**src/rtl/pipe_execute_hs.sv**
```systemverilog
// pipe_execute_hs
//
// Execute-to-memory pipeline register with a valid/ready handshake on both
// sides, a synchronous flush and an optional 2-entry skid buffer.
//
// Parameters:
//   DATA_WIDTH      width of aluresult / writedata / pcplus4
//   WRITE_WIDTH     width of the destination register index
//   RESULTSRC_WIDTH width of the writeback select
//   SKID_EN         1: 2-entry skid buffer, ready_e comes from a flop
//                   0: single register, ready_e is combinational
//
// Ports:
//   clk, rst                   clock, asynchronous active-high reset
//   valid_e / ready_e          handshake with the execute stage
//   flush                      drop every held instruction on the next edge
//   aluresulte..memwritee      instruction payload from execute
//   valid_m / ready_m          handshake with the memory stage
//   aluresultm..memwritem      registered payload towards memory; the write
//                              enables are forced low while valid_m is low
module pipe_execute_hs #(
  parameter int DATA_WIDTH      = 32,
  parameter int WRITE_WIDTH     = 5,
  parameter int RESULTSRC_WIDTH = 2,
  parameter int SKID_EN         = 1
) (
  input  logic                       clk,
  input  logic                       rst,
  input  logic                       valid_e,
  output logic                       ready_e,
  input  logic                       flush,
  input  logic [DATA_WIDTH-1:0]      aluresulte,
  input  logic [DATA_WIDTH-1:0]      writedatae,
  input  logic [WRITE_WIDTH-1:0]     rde,
  input  logic [DATA_WIDTH-1:0]      pcplus4e,
  input  logic                       regwritee,
  input  logic [RESULTSRC_WIDTH-1:0] resultsrce,
  input  logic                       memwritee,
  output logic                       valid_m,
  input  logic                       ready_m,
  output logic [DATA_WIDTH-1:0]      aluresultm,
  output logic [DATA_WIDTH-1:0]      writedatam,
  output logic [DATA_WIDTH-1:0]      pcplus4m,
  output logic [WRITE_WIDTH-1:0]     rdm,
  output logic                       regwritem,
  output logic [RESULTSRC_WIDTH-1:0] resultsrcm,
  output logic                       memwritem
);

  typedef struct packed {
    logic [DATA_WIDTH-1:0]      aluresult;
    logic [DATA_WIDTH-1:0]      writedata;
    logic [WRITE_WIDTH-1:0]     rd;
    logic [DATA_WIDTH-1:0]      pcplus4;
    logic                       regwrite;
    logic [RESULTSRC_WIDTH-1:0] resultsrc;
    logic                       memwrite;
  } payload_t;

  // EMPTY: nothing held, ONE: main holds an instruction, FULL: main and skid
  typedef enum logic [1:0] {EMPTY, ONE, FULL} state_t;

  state_t   state, state_next;
  payload_t main_q, skid_q, in_pay;
  logic     in_fire, out_fire;
  logic     load_main_in, load_main_skid, load_skid;

  assign in_pay = '{aluresult: aluresulte, writedata: writedatae, rd: rde,
                    pcplus4: pcplus4e, regwrite: regwritee,
                    resultsrc: resultsrce, memwrite: memwritee};

  assign valid_m  = (state != EMPTY);
  assign in_fire  = valid_e & ready_e;
  assign out_fire = valid_m & ready_m;

  generate
    if (SKID_EN != 0) begin : g_skid
      logic ready_q;
      // ready_e is precomputed from the next state so execute sees a flop
      always_ff @(posedge clk or posedge rst) begin
        if (rst) ready_q <= 1'b1;
        else     ready_q <= (state_next != FULL);
      end
      assign ready_e = ready_q;
    end else begin : g_comb
      assign ready_e = ~valid_m | ready_m;
    end
  endgenerate

  always_comb begin
    state_next     = state;
    load_main_in   = 1'b0;
    load_main_skid = 1'b0;
    load_skid      = 1'b0;
    if (flush) begin
      state_next = EMPTY;
    end else begin
      case (state)
        EMPTY: begin
          if (in_fire) begin
            state_next   = ONE;
            load_main_in = 1'b1;
          end
        end
        ONE: begin
          if (in_fire && out_fire) begin
            load_main_in = 1'b1;
          end else if (in_fire) begin
            // Only reachable with the skid buffer: without it ready_e
            // requires ready_m whenever main is occupied.
            state_next = FULL;
            load_skid  = 1'b1;
          end else if (out_fire) begin
            state_next = EMPTY;
          end
        end
        FULL: begin
          if (out_fire) begin
            state_next     = ONE;
            load_main_skid = 1'b1;
          end
        end
        default: state_next = EMPTY;
      endcase
    end
  end

  always_ff @(posedge clk or posedge rst) begin
    if (rst) state <= EMPTY;
    else     state <= state_next;
  end

  // Data fields are left stale on flush/drain; valid gating hides them.
  always_ff @(posedge clk or posedge rst) begin
    if (rst) begin
      main_q <= '0;
      skid_q <= '0;
    end else begin
      if (load_main_in)        main_q <= in_pay;
      else if (load_main_skid) main_q <= skid_q;
      if (load_skid)           skid_q <= in_pay;
    end
  end

  assign aluresultm = main_q.aluresult;
  assign writedatam = main_q.writedata;
  assign pcplus4m   = main_q.pcplus4;
  assign rdm        = main_q.rd;
  assign resultsrcm = main_q.resultsrc;
  assign regwritem  = main_q.regwrite & valid_m;
  assign memwritem  = main_q.memwrite & valid_m;

endmodule
```
**config.mk**
```make
export PLATFORM = sky130hd
export DESIGN_NAME = pipe_execute_hs
export DESIGN_NICKNAME = d
export VERILOG_FILES = /design/src/rtl/pipe_execute_hs.sv
export SDC_FILE = /design/constraint.sdc
export NUM_CORES = 1
export LEC_CHECK = 0
export CAP_MARGIN = 10
export CORE_ASPECT_RATIO = 0.75
export CORE_MARGIN = 2
export CORE_UTILIZATION = 53
export CTS_BUF_LIST = sky130_fd_sc_hd__clkbuf_8
export DETAILED_ROUTE_END_ITERATION = 16
export PLACE_DENSITY_LB_ADDON = 0.15
export SLEW_MARGIN = 10
export SYNTH_ARGS = -nofsm -noshare
export SYNTH_HDL_FRONTEND = slang
export SYNTH_SLANG_ARGS = --single-unit
```
**constraint.sdc**
```tcl
create_clock -name clk -period 7.6 [get_ports clk]
set_clock_uncertainty 0.05 [all_clocks]
set_input_delay 1.14 -clock clk [delete_from_list [all_inputs] [get_ports clk]]
set_output_delay 1.14 -clock clk [all_outputs]
set_load 0.05 [all_outputs]
```
==> results of run 1 <==
## final cells by class
class	instances	area, um^2	area share, %
clock inverters	14	83.8	0.666
repair buffers	221	2200	17.5
diodes	1	2.50	0.0199
well taps	253	317	2.52
inverters	3	18.8	0.149
flip-flops and latches	213	5330	42.4
clock buffers	42	578	4.59
multi-input cells	331	4050	32.2
## power by group through the flow
stage,combinational (mW),clock [mW],sequential [mW]
after floorplan,1.09,0,1.55
after global placement,1.26,0,1.58
after detailed placement,1.29,0,1.60
after CTS,1.29,0.999,1.59
after global routing,1.34,1.05,1.62
final,1.28,0.965,1.59
## per-stage QoR
stage	total power [mW]	utilization (%)	setup slack [ns]
6_report	3.83	65.1	3.94
3_5_place_dp	2.89	61.7	3.40
2_1_floorplan	2.64	-	0.589
4_1_cts	3.88	65.1	3.94
3_3_place_gp	2.84	61.7	3.46
5_1_grt	4.01	65.1	3.84
## layer usage
layer	vias up	wire, um	part of all wire (%)	global-route usage, %
met3	45	1450	7.2	6.65
met5	-	0	0	0
met1	2893	8630	43	24.5
li1	2530	-	-	-
met2	161	9590	47	31.9
met4	0	547	2.7	6.70
## cells by family (layout without fill, tap and decap cells)
kind of cell | after synthesis | in the layout | share of synthesized area (%)
other | 0 | 1 | 0
AO/OA/AOI/OAI | 4 | 4 | 0.276
flip-flops | 213 | 213 | 51.1
multiplexers | 315 | 315 | 37.6
XOR/XNOR | 1 | 1 | 0.0840
AND/OR/NAND/NOR | 11 | 11 | 0.684
buffers and inverters | 141 | 280 | 10.2
## sequential cells by signal, summed over array words and instances (netlist names)
name,flops
state,2
resultsrcm,2
ready_e,1
aluresultm,32
main_q,2
writedatam,32
skid_q,105
rdm,5
pcplus4m,32
## cell usage after synthesis
| master | number | area share, % |
|---|---|---|
| buf_8 | 1 | 0.14 |
| nand2_1 | 4 | 0.14 |
| and4bb_1 | 1 | 0.12 |
| and4bb_2 | 1 | 0.12 |
| dfrtp_1 | 212 | 51 |
| a211oi_1 | 2 | 0.14 |
| or3_1 | 1 | 0.060 |
| buf_2 | 22 | 1.1 |
| mux2_4 | 100 | 14 |
| buf_6 | 1 | 0.11 |
| a21oi_1 | 1 | 0.048 |
| buf_4 | 109 | 7.8 |
| a211o_1 | 1 | 0.084 |
| mux2_1 | 31 | 3.3 |
| dfstp_2 | 1 | 0.25 |
| inv_1 | 3 | 0.11 |
| nand2b_1 | 2 | 0.12 |
| buf_12 | 5 | 0.96 |
| and2_1 | 2 | 0.12 |
| mux2_2 | 184 | 20 |
| xnor2_1 | 1 | 0.084 |
## worst max-delay path: cells and delay by family
kind                   cells  cell delay, ns
buffers and inverters      2            1.27
and+or+nand+nor            1            0.85
muxes                      2            0.67
## worst max-delay path by stage
stage / from / to / depth (start not counted)
6_report: ready_m / writedatam[24] / 5
5_1_grt: ready_m / writedatam[14] / 5
4_1_cts: ready_m / writedatam[24] / 5
3_5_place_dp: ready_m / writedatam[24] / 5
3_3_place_gp: flush / writedatam[19] / 5
2_1_floorplan: rst / aluresultm[0] / 1
==> results.py, run 1 <==
metrics = {
    "outcome": {
        "status": "completed",
    },
    "final_layout": {
        "fin_nets": 916,
        "area_delta_synth_final_pct": 20.6,
        "postLayoutCellArea_mm2": 0.0126,
        "drive_gt1_share_pct": 41.5,
        "fillers": 1379,
        "stdcell_count": 1078,
        "final_common_cell": "clkdlybuf4s50_1",
        "layout_common_cells": "clkdlybuf4s50_1, dfrtp_1, mux2_2, mux2_4, clkbuf_8",
    },
    "floorplan": {
        "core_area_mm2": 0.0193,
        "die_width_um": 166,
        "num_io_pins": 217,
        "num_rows": 44,
        "die_area_mm2": 0.0208,
        "start_util_pct": 54.0,
        "die_y_um": 125,
    },
    "worst_setup_path": {
        "critPathArrivalTime_ns": 3.99,
        "r2r_start": "state[0]",
        "path_class": "primary input to flip-flop",
        "crit_required_ns": 7.92,
        "crit_fanout": 46,
        "cp-start-kind": "primary input",
        "crit_top_cell": "mux2_2",
        "slowest_stage": "and4bb_4",
        "endpoint_kind": "flip-flop",
        "r2r_cells": 4,
        "critPathMaxStageDelay_ns": 0.85,
        "timing.rr.end": "writedatam[24]",
        "r2r_setup_slack_ns": 4.67,
        "path_cells": "clkdlybuf4s50_1 > and4bb_4 > buf_4 > mux2_2 > mux2_2",
    },
    "routing": {
        "drtPass1Iterations": 4,
        "vias_per_cell": 5.22,
        "drt_iter0_drc": 285,
        "drcViolationCount": 0,
        "avgRoutedWirePerCell_um": 18.8,
        "wl_mm": 20.2,
        "final_antenna_net_count": 0,
        "num_vias": 5629,
    },
    "clock_network": {
        "cts.sinks": 213,
        "cts_hold_buffers": 0,
        "cts_made_buffers": 36,
        "cts.path.max_buffers": 3,
        "htree_levels": 2,
        "cts_root_buf": "clkbuf_8",
        "cts_setup_buffers": 0,
        "insertion_delay_ns": 0.51,
        "cts_tree": "yes",
        "cts_resized": 0,
        "clk_pin_slew_ns": 0.06,
    },
    "timing": {
        "fin_hold_ws_ns": 0.438,
        "finalCritPeriodShare_pct": 48.2,
        "finalHoldViolations": 0,
        "max_freq_mhz": 273,
        "post-route-min-period_ns": 3.66,
        "relSlewSlack_pct": 35.9,
        "tightest_slew_ns": 0.961,
        "fin_setup_tns_ns": 0,
        "drv_slew": 0,
        "rsz0062_at_grt": "no",
        "setup_violations": 0,
    },
    "global_route": {
        "grt_pass1_vias": 6221,
        "grt_pass1_wl_mm": 32.7,
        "overflow": 0,
        "grtUsageTotal_pct": 19.5,
        "antenna_found_initial": 1,
        "grt_max_degree": 138,
    },
    "hold_path": {
        "hold_class": "flip-flop to flip-flop",
        "min_to": "skid_q[3]",
        "hp-start": "skid_q[3]",
        "worstHoldPathCells": 1,
    },
    "placement": {
        "dp_hpwl_mm": 13.0,
        "placed_cell_area_mm2": 0.0119,
        "gp_congestion": 0.733,
        "numPlacedInstances": 1021,
        "port_buffers": 216,
    },
    "synthesis": {
        "postSynthCellCount": 685,
        "netlist_area_mm2": 0.0104,
        "synth-seq-cells": 213,
        "ys_warn_count": 0,
        "syn-mean-instance-area_um2": 15.2,
        "syn-num-nets": 795,
        "synth_cell_types": 21,
        "ys_seq_area_share_pct": 51.1,
    },
    "pwr": {
        "switchingPower_mw": 1.26,
        "p_clk_share_pct": 25.2,
        "sw_frac_of_total_pct": 32.8,
        "comb_power_share_pct": 33.4,
        "irDropWorstVdd_mv": 0.170,
        "internal-power_mw": 2.58,
        "p_per_area_mw_per_mm2": 305,
        "seq_power_share_pct": 41.4,
        "power_leakage_nw": 5.60,
    },
    "run": {
        "max_cap_viol_count": 0,
    },
}
Note: power is estimated with default switching activity, not from simulation.
==> run 2, diff against run 1 <==
CORE_UTILIZATION = 48   (was 53)
clock period = 3.2 ns   (was 7.6 ns; I/O delays follow)
==> run 2 against run 1 <==
- register-to-register slack worse by 3.6 ns
- sequential cell count unchanged
- utilization down 4.4 points
- die area up 10%
- critical endpoint is now regwritem
- largest power group unchanged
- highest routed layer unchanged
==> results.py, run 2 (synthesized netlist as in run 1, its figures left out) <==
metrics = {
    "timing": {
        "setup_violations": 0,
        "finalCritPeriodShare_pct": 84.0,
        "post-route-min-period_ns": 2.69,
        "worst_slack_ns": 0.512,
        "finalHoldViolations": 0,
        "drv_slew": 0,
        "max_freq_mhz": 372,
        "relSlewSlack_pct": 33.1,
        "tightest_slew_ns": 1.00,
        "rsz0062_at_grt": "no",
    },
    "pwr": {
        "internal-power_mw": 6.28,
        "p_per_area_mw_per_mm2": 721,
        "sw_frac_of_total_pct": 32.4,
        "irDropWorstVdd_mv": 0.442,
        "total_power_mw": 9.29,
        "seq_power_share_pct": 40.5,
        "power_leakage_nw": 5.72,
        "p_clk_share_pct": 26.5,
        "comb_power_share_pct": 33.0,
        "switchingPower_mw": 3.01,
    },
    "run": {
        "max_cap_viol_count": 0,
    },
    "clock_network": {
        "cts.path.max_buffers": 3,
        "htree_levels": 2,
        "cts_setup_buffers": 0,
        "cts.sinks": 213,
        "cts_made_buffers": 36,
        "clk_pin_slew_ns": 0.06,
        "cts_tree": "yes",
        "cts_root_buf": "clkbuf_8",
        "cts_resized": 0,
        "insertion_delay_ns": 0.50,
        "cts_hold_buffers": 0,
    },
    "routing": {
        "avgRoutedWirePerCell_um": 18.5,
        "num_vias": 5626,
        "final_antenna_net_count": 0,
        "vias_per_cell": 5.00,
        "wl_mm": 20.9,
        "drcViolationCount": 0,
        "drtPass1Iterations": 4,
        "drt_iter0_drc": 208,
    },
    "final_layout": {
        "register_area_mm2": 0.00533,
        "final_common_cell": "clkdlybuf4s50_1",
        "area_delta_synth_final_pct": 23.6,
        "largest_reg_flops": 105,
        "layout_common_cells": "clkdlybuf4s50_1, dfrtp_1, mux2_2, mux2_4, clkbuf_8",
        "top_register": "skid_q",
        "drive_gt1_share_pct": 42.6,
        "antenna_cells": 0,
        "stdcell_count": 1126,
        "fin_nets": 925,
        "postLayoutCellArea_mm2": 0.0129,
        "fillers": 1595,
        "multi_input_area_mm2": 0.00405,
    },
    "worst_setup_path": {
        "endpoint_kind": "output port",
        "cp-startpoint": "state[1]",
        "r2r_start": "state[0]",
        "critPathMaxStageDelay_ns": 0.82,
        "crit_required_ns": 2.67,
        "cp-start-kind": "flip-flop",
        "r2r_cells": 4,
        "r2r_setup_slack_ns": 1.09,
        "path_cells": "inv_1 > nand2_1 > and2_1 > clkdlybuf4s50_1",
        "setup.worst_path.end": "regwritem",
        "critPathArrivalTime_ns": 2.16,
        "path_class": "flip-flop to output port",
        "crit_fanout": 5,
        "slowest_stage": "clkdlybuf4s50_1",
        "timing.rr.end": "aluresultm[27]",
    },
    "hold_path": {
        "hold_class": "flip-flop to flip-flop",
        "worstHoldPathCells": 1,
        "hp-start": "skid_q[77]",
    },
    "placement": {
        "gp_congestion": 0.757,
        "placed_cell_area_mm2": 0.0122,
        "dp_hpwl_mm": 14.1,
        "port_buffers": 216,
        "dp_slack_ns": 0.512,
        "numPlacedInstances": 1065,
    },
    "outcome": {
        "status": "completed",
    },
    "floorplan": {
        "core_area_mm2": 0.0212,
        "num_rows": 46,
        "num_io_pins": 217,
        "die_y_um": 132,
        "die_area_mm2": 0.0229,
        "start_util_pct": 49.1,
        "die_width_um": 174,
    },
    "global_route": {
        "antenna_found_initial": 0,
        "grt_pass1_wl_mm": 34.4,
        "grtUsageTotal_pct": 18.8,
        "grt_pass1_vias": 6476,
        "overflow": 0,
        "grt_max_degree": 61,
    },
}
==> run 2: stage by stage <==
step           setup TNS, ns  hold WS, ns  utilization (%)
3_3_place_gp               0        0.418             57.3
3_5_place_dp               0        0.425             57.3
2_1_floorplan         -21.06        0.409                -
4_1_cts                    0        0.439             60.7
6_report                   0        0.433             60.7
5_1_grt                    0        0.453             60.7
==> run 2: power groups by stage <==
| stage | Combinational (mW) | Clock (mW) | Sequential, mW |
|---|---|---|---|
| 2_1_floorplan | 2.60 | 0 | 3.68 |
| 3_3_place_gp | 3.01 | 0 | 3.75 |
| 3_5_place_dp | 3.09 | 0 | 3.81 |
| 4_1_cts | 3.10 | 2.55 | 3.77 |
| 5_1_grt | 3.23 | 2.68 | 3.85 |
| 6_report | 3.07 | 2.46 | 3.76 |
==> run 2: worst min-delay path by stage <==
stage	slack, ns	end
after floorplan	0.41	skid_q[0]
after global placement	0.42	skid_q[72]
after detailed placement	0.43	skid_q[77]
after CTS	0.44	skid_q[77]
after global routing	0.45	skid_q[104]
final	0.43	skid_q[77]
==> run 2: layout make-up <==
| class | instances | area share (%) |
|---|---|---|
| flip-flops and latches | 213 | 41.4 |
| multi-input cells | 331 | 31.4 |
| well taps | 288 | 2.80 |
| inverters | 3 | 0.116 |
| repair buffers | 230 | 18.7 |
| clock inverters | 17 | 0.970 |
| clock buffers | 44 | 4.70 |
==> run 2: critical path: cells and delay by family, from the launching register on <==
family,cells,cell delay [ns]
buffers and inverters,2,0.92
flip-flops,1,0.41
AND/OR/NAND/NOR,2,0.32
==> run 2: metal layers <==
metal  up-vias  GRT usage, %  routed length (um)
met3        32          6.11                1500
met5         -             0                   0
li1       2561             -                   -
met4         0          5.65                 330
met2       166          30.6               10000
met1      2867          24.0                9000
==> run 3, diff against run 2 <==
CORE_UTILIZATION = 53   (was 48)
clock period = 2.5 ns   (was 3.2 ns; I/O delays follow)
==> run 3 against run 2 <==
- critical path depth shrank 1
- cell area grew 0.30%
- combinational power up 28%
- die area down 9.2%
- utilization increased by 6.2 points
- first-iteration DRC count grew 9.1%
- sequential share of layout area decreased by 0.12 points
- total power up 28%
- sequential cell count unchanged
==> results.py, run 3 (synthesized netlist as in run 1, its figures left out) <==
metrics = {
    "outcome": {
        "status": "completed",
    },
    "timing": {
        "max_freq_mhz": 421,
        "post-route-min-period_ns": 2.38,
        "drv_slew": 0,
        "tightest_slew_ns": 0.585,
        "finalHoldViolations": 0,
        "rsz0062_at_grt": "no",
        "relSlewSlack_pct": 60.9,
        "fin_hold_ws_ns": 0.344,
        "setup_violations": 0,
        "finalCritPeriodShare_pct": 95.1,
    },
    "worst_setup_path": {
        "crit_buf_inv": 2,
        "cp-startpoint": "state[1]",
        "cp-start-kind": "flip-flop",
        "slowest_stage": "clkdlybuf4s50_1",
        "path_class": "flip-flop to output port",
        "crit_family": "buffers and inverters",
        "critPathArrivalTime_ns": 1.95,
        "crit_cells": 3,
        "timing.rr.end": "pcplus4m[21]",
        "r2r_start": "state[0]",
        "crit_fanout": 5,
        "setup.worst_path.end": "valid_m",
        "endpoint_kind": "output port",
        "path_cells": "inv_1 > nand2_1 > clkdlybuf4s50_1",
        "r2r_setup_slack_ns": 0.56,
        "critPathMaxStageDelay_ns": 0.81,
        "r2r_cells": 5,
        "crit_required_ns": 2.08,
    },
    "pwr": {
        "comb_power_share_pct": 33.0,
        "seq_power_share_pct": 40.6,
        "p_clk_share_pct": 26.4,
        "internal-power_mw": 8.06,
        "total_power_mw": 11.9,
        "switchingPower_mw": 3.83,
        "irDropWorstVdd_mv": 0.537,
        "power_leakage_nw": 5.79,
        "sw_frac_of_total_pct": 32.2,
        "p_per_area_mw_per_mm2": 919,
    },
    "clock_network": {
        "insertion_delay_ns": 0.49,
        "cts_root_buf": "clkbuf_8",
        "cts.path.max_buffers": 3,
        "clk_pin_slew_ns": 0.06,
        "cts_hold_buffers": 0,
        "htree_levels": 2,
        "cts_tree": "yes",
        "cts.sinks": 213,
        "cts_made_buffers": 36,
    },
    "floorplan": {
        "die_width_um": 166,
        "num_io_pins": 217,
        "num_rows": 44,
        "start_util_pct": 54.0,
        "core_area_mm2": 0.0193,
        "die_area_mm2": 0.0208,
        "die_y_um": 125,
    },
    "global_route": {
        "use_met1_pct": 24.0,
        "overflow": 0,
        "grt_util_met3_pct": 6.93,
        "grt_max_degree": 90,
        "grtUsageTotal_pct": 20.0,
        "antenna_found_initial": 1,
        "gr-max-usage-layer": "met2",
        "use_met2_pct": 34.4,
        "grt_pass1_vias": 6487,
        "grt_pass1_wl_mm": 33.6,
    },
    "final_layout": {
        "fillers": 1300,
        "largest_reg_flops": 105,
        "layout_common_cells": "clkdlybuf4s50_1, dfrtp_1, mux2_2, mux2_4, clkbuf_8",
        "final_common_cell": "clkdlybuf4s50_1",
        "fin_nets": 930,
        "postLayoutCellArea_mm2": 0.0129,
        "drive_gt1_share_pct": 42.3,
        "post-route-util_pct": 66.9,
        "stdcell_count": 1094,
        "top_register": "skid_q",
        "area_delta_synth_final_pct": 24.0,
        "antenna_cells": 0,
    },
    "routing": {
        "avgRoutedWirePerCell_um": 18.7,
        "vias_per_cell": 5.19,
        "wl_mm": 20.5,
        "drtPass1Iterations": 4,
        "drcViolationCount": 0,
        "drt_iter0_drc": 227,
        "num_vias": 5679,
        "final_antenna_net_count": 0,
    },
    "placement": {
        "gp_congestion": 0.747,
        "dp_hpwl_mm": 13.9,
        "numPlacedInstances": 1035,
        "port_buffers": 216,
        "placed_cell_area_mm2": 0.0122,
    },
    "run": {
        "max_cap_viol_count": 0,
    },
    "hold_path": {
        "hold_class": "primary input to async pin",
    },
}
==> run 3: what timing repair did <==
item                                    4_1_cts  5_1_grt
setup buffers                                 0        0
resized for setup                             1        1
endpoints found under the setup margin        1        1
==> run 3: layout make-up <==
| cell class | instances | area [um^2] | share of cell area, % |
|---|---|---|---|
| Sequential cell | 213 | 5330 | 41.2 |
| Inverter | 3 | 15.0 | 0.116 |
| Clock buffer | 45 | 619 | 4.79 |
| Multi-Input combinational cell | 331 | 4050 | 31.3 |
| Tap cell | 253 | 317 | 2.45 |
| Timing Repair Buffer | 235 | 2490 | 19.3 |
| Clock inverter | 14 | 105 | 0.813 |
==> run 3: worst min-delay path by stage <==
stage,startpoint,end,slack (ns),cells past startpoint
floorplan,flush,state[0],0.39,1
global placement,skid_q[104],skid_q[104],0.42,1
detailed placement,skid_q[2],skid_q[2],0.43,1
CTS,rst,skid_q[85],0.35,3
global route,rst,skid_q[85],0.38,3
finish,rst,skid_q[85],0.34,3
==> run 3: worst register-to-register path: stages, from the launching register on <==
cell and delay [ns]:
dfrtp_1 0.40, and4bb_4 0.39, buf_12 0.19, buf_12 0.22
mux2_4 0.33, mux2_4 0.26
==> run 3: metrics by stage <==
stage / TNS, ns / setup WS, ns
final: 0 / 0.123
after global routing: 0 / 0.0423
after floorplan: -147.20 / -0.694
after global placement: 0 / 0.157
after CTS: 0 / 0.0111
after detailed placement: 0 / 0.0750
==> run 3: routing by layer <==
layer,vias to the layer above,share of wire (%)
li1,2560,-
met1,2914,41
met2,166,49
met3,37,8.0
met4,2,2.0
met5,-,0.064
==> run 3: power by group through the flow <==
| stage | Clock [mW] | Sequential, mW | Combinational [mW] |
|---|---|---|---|
| after floorplan | 0 | 4.71 | 3.32 |
| after global placement | 0 | 4.81 | 3.85 |
| after detailed placement | 0 | 4.88 | 3.95 |
| after CTS | 3.24 | 4.83 | 3.97 |
| after global routing | 3.41 | 4.94 | 4.12 |
| final | 3.13 | 4.83 | 3.92 |
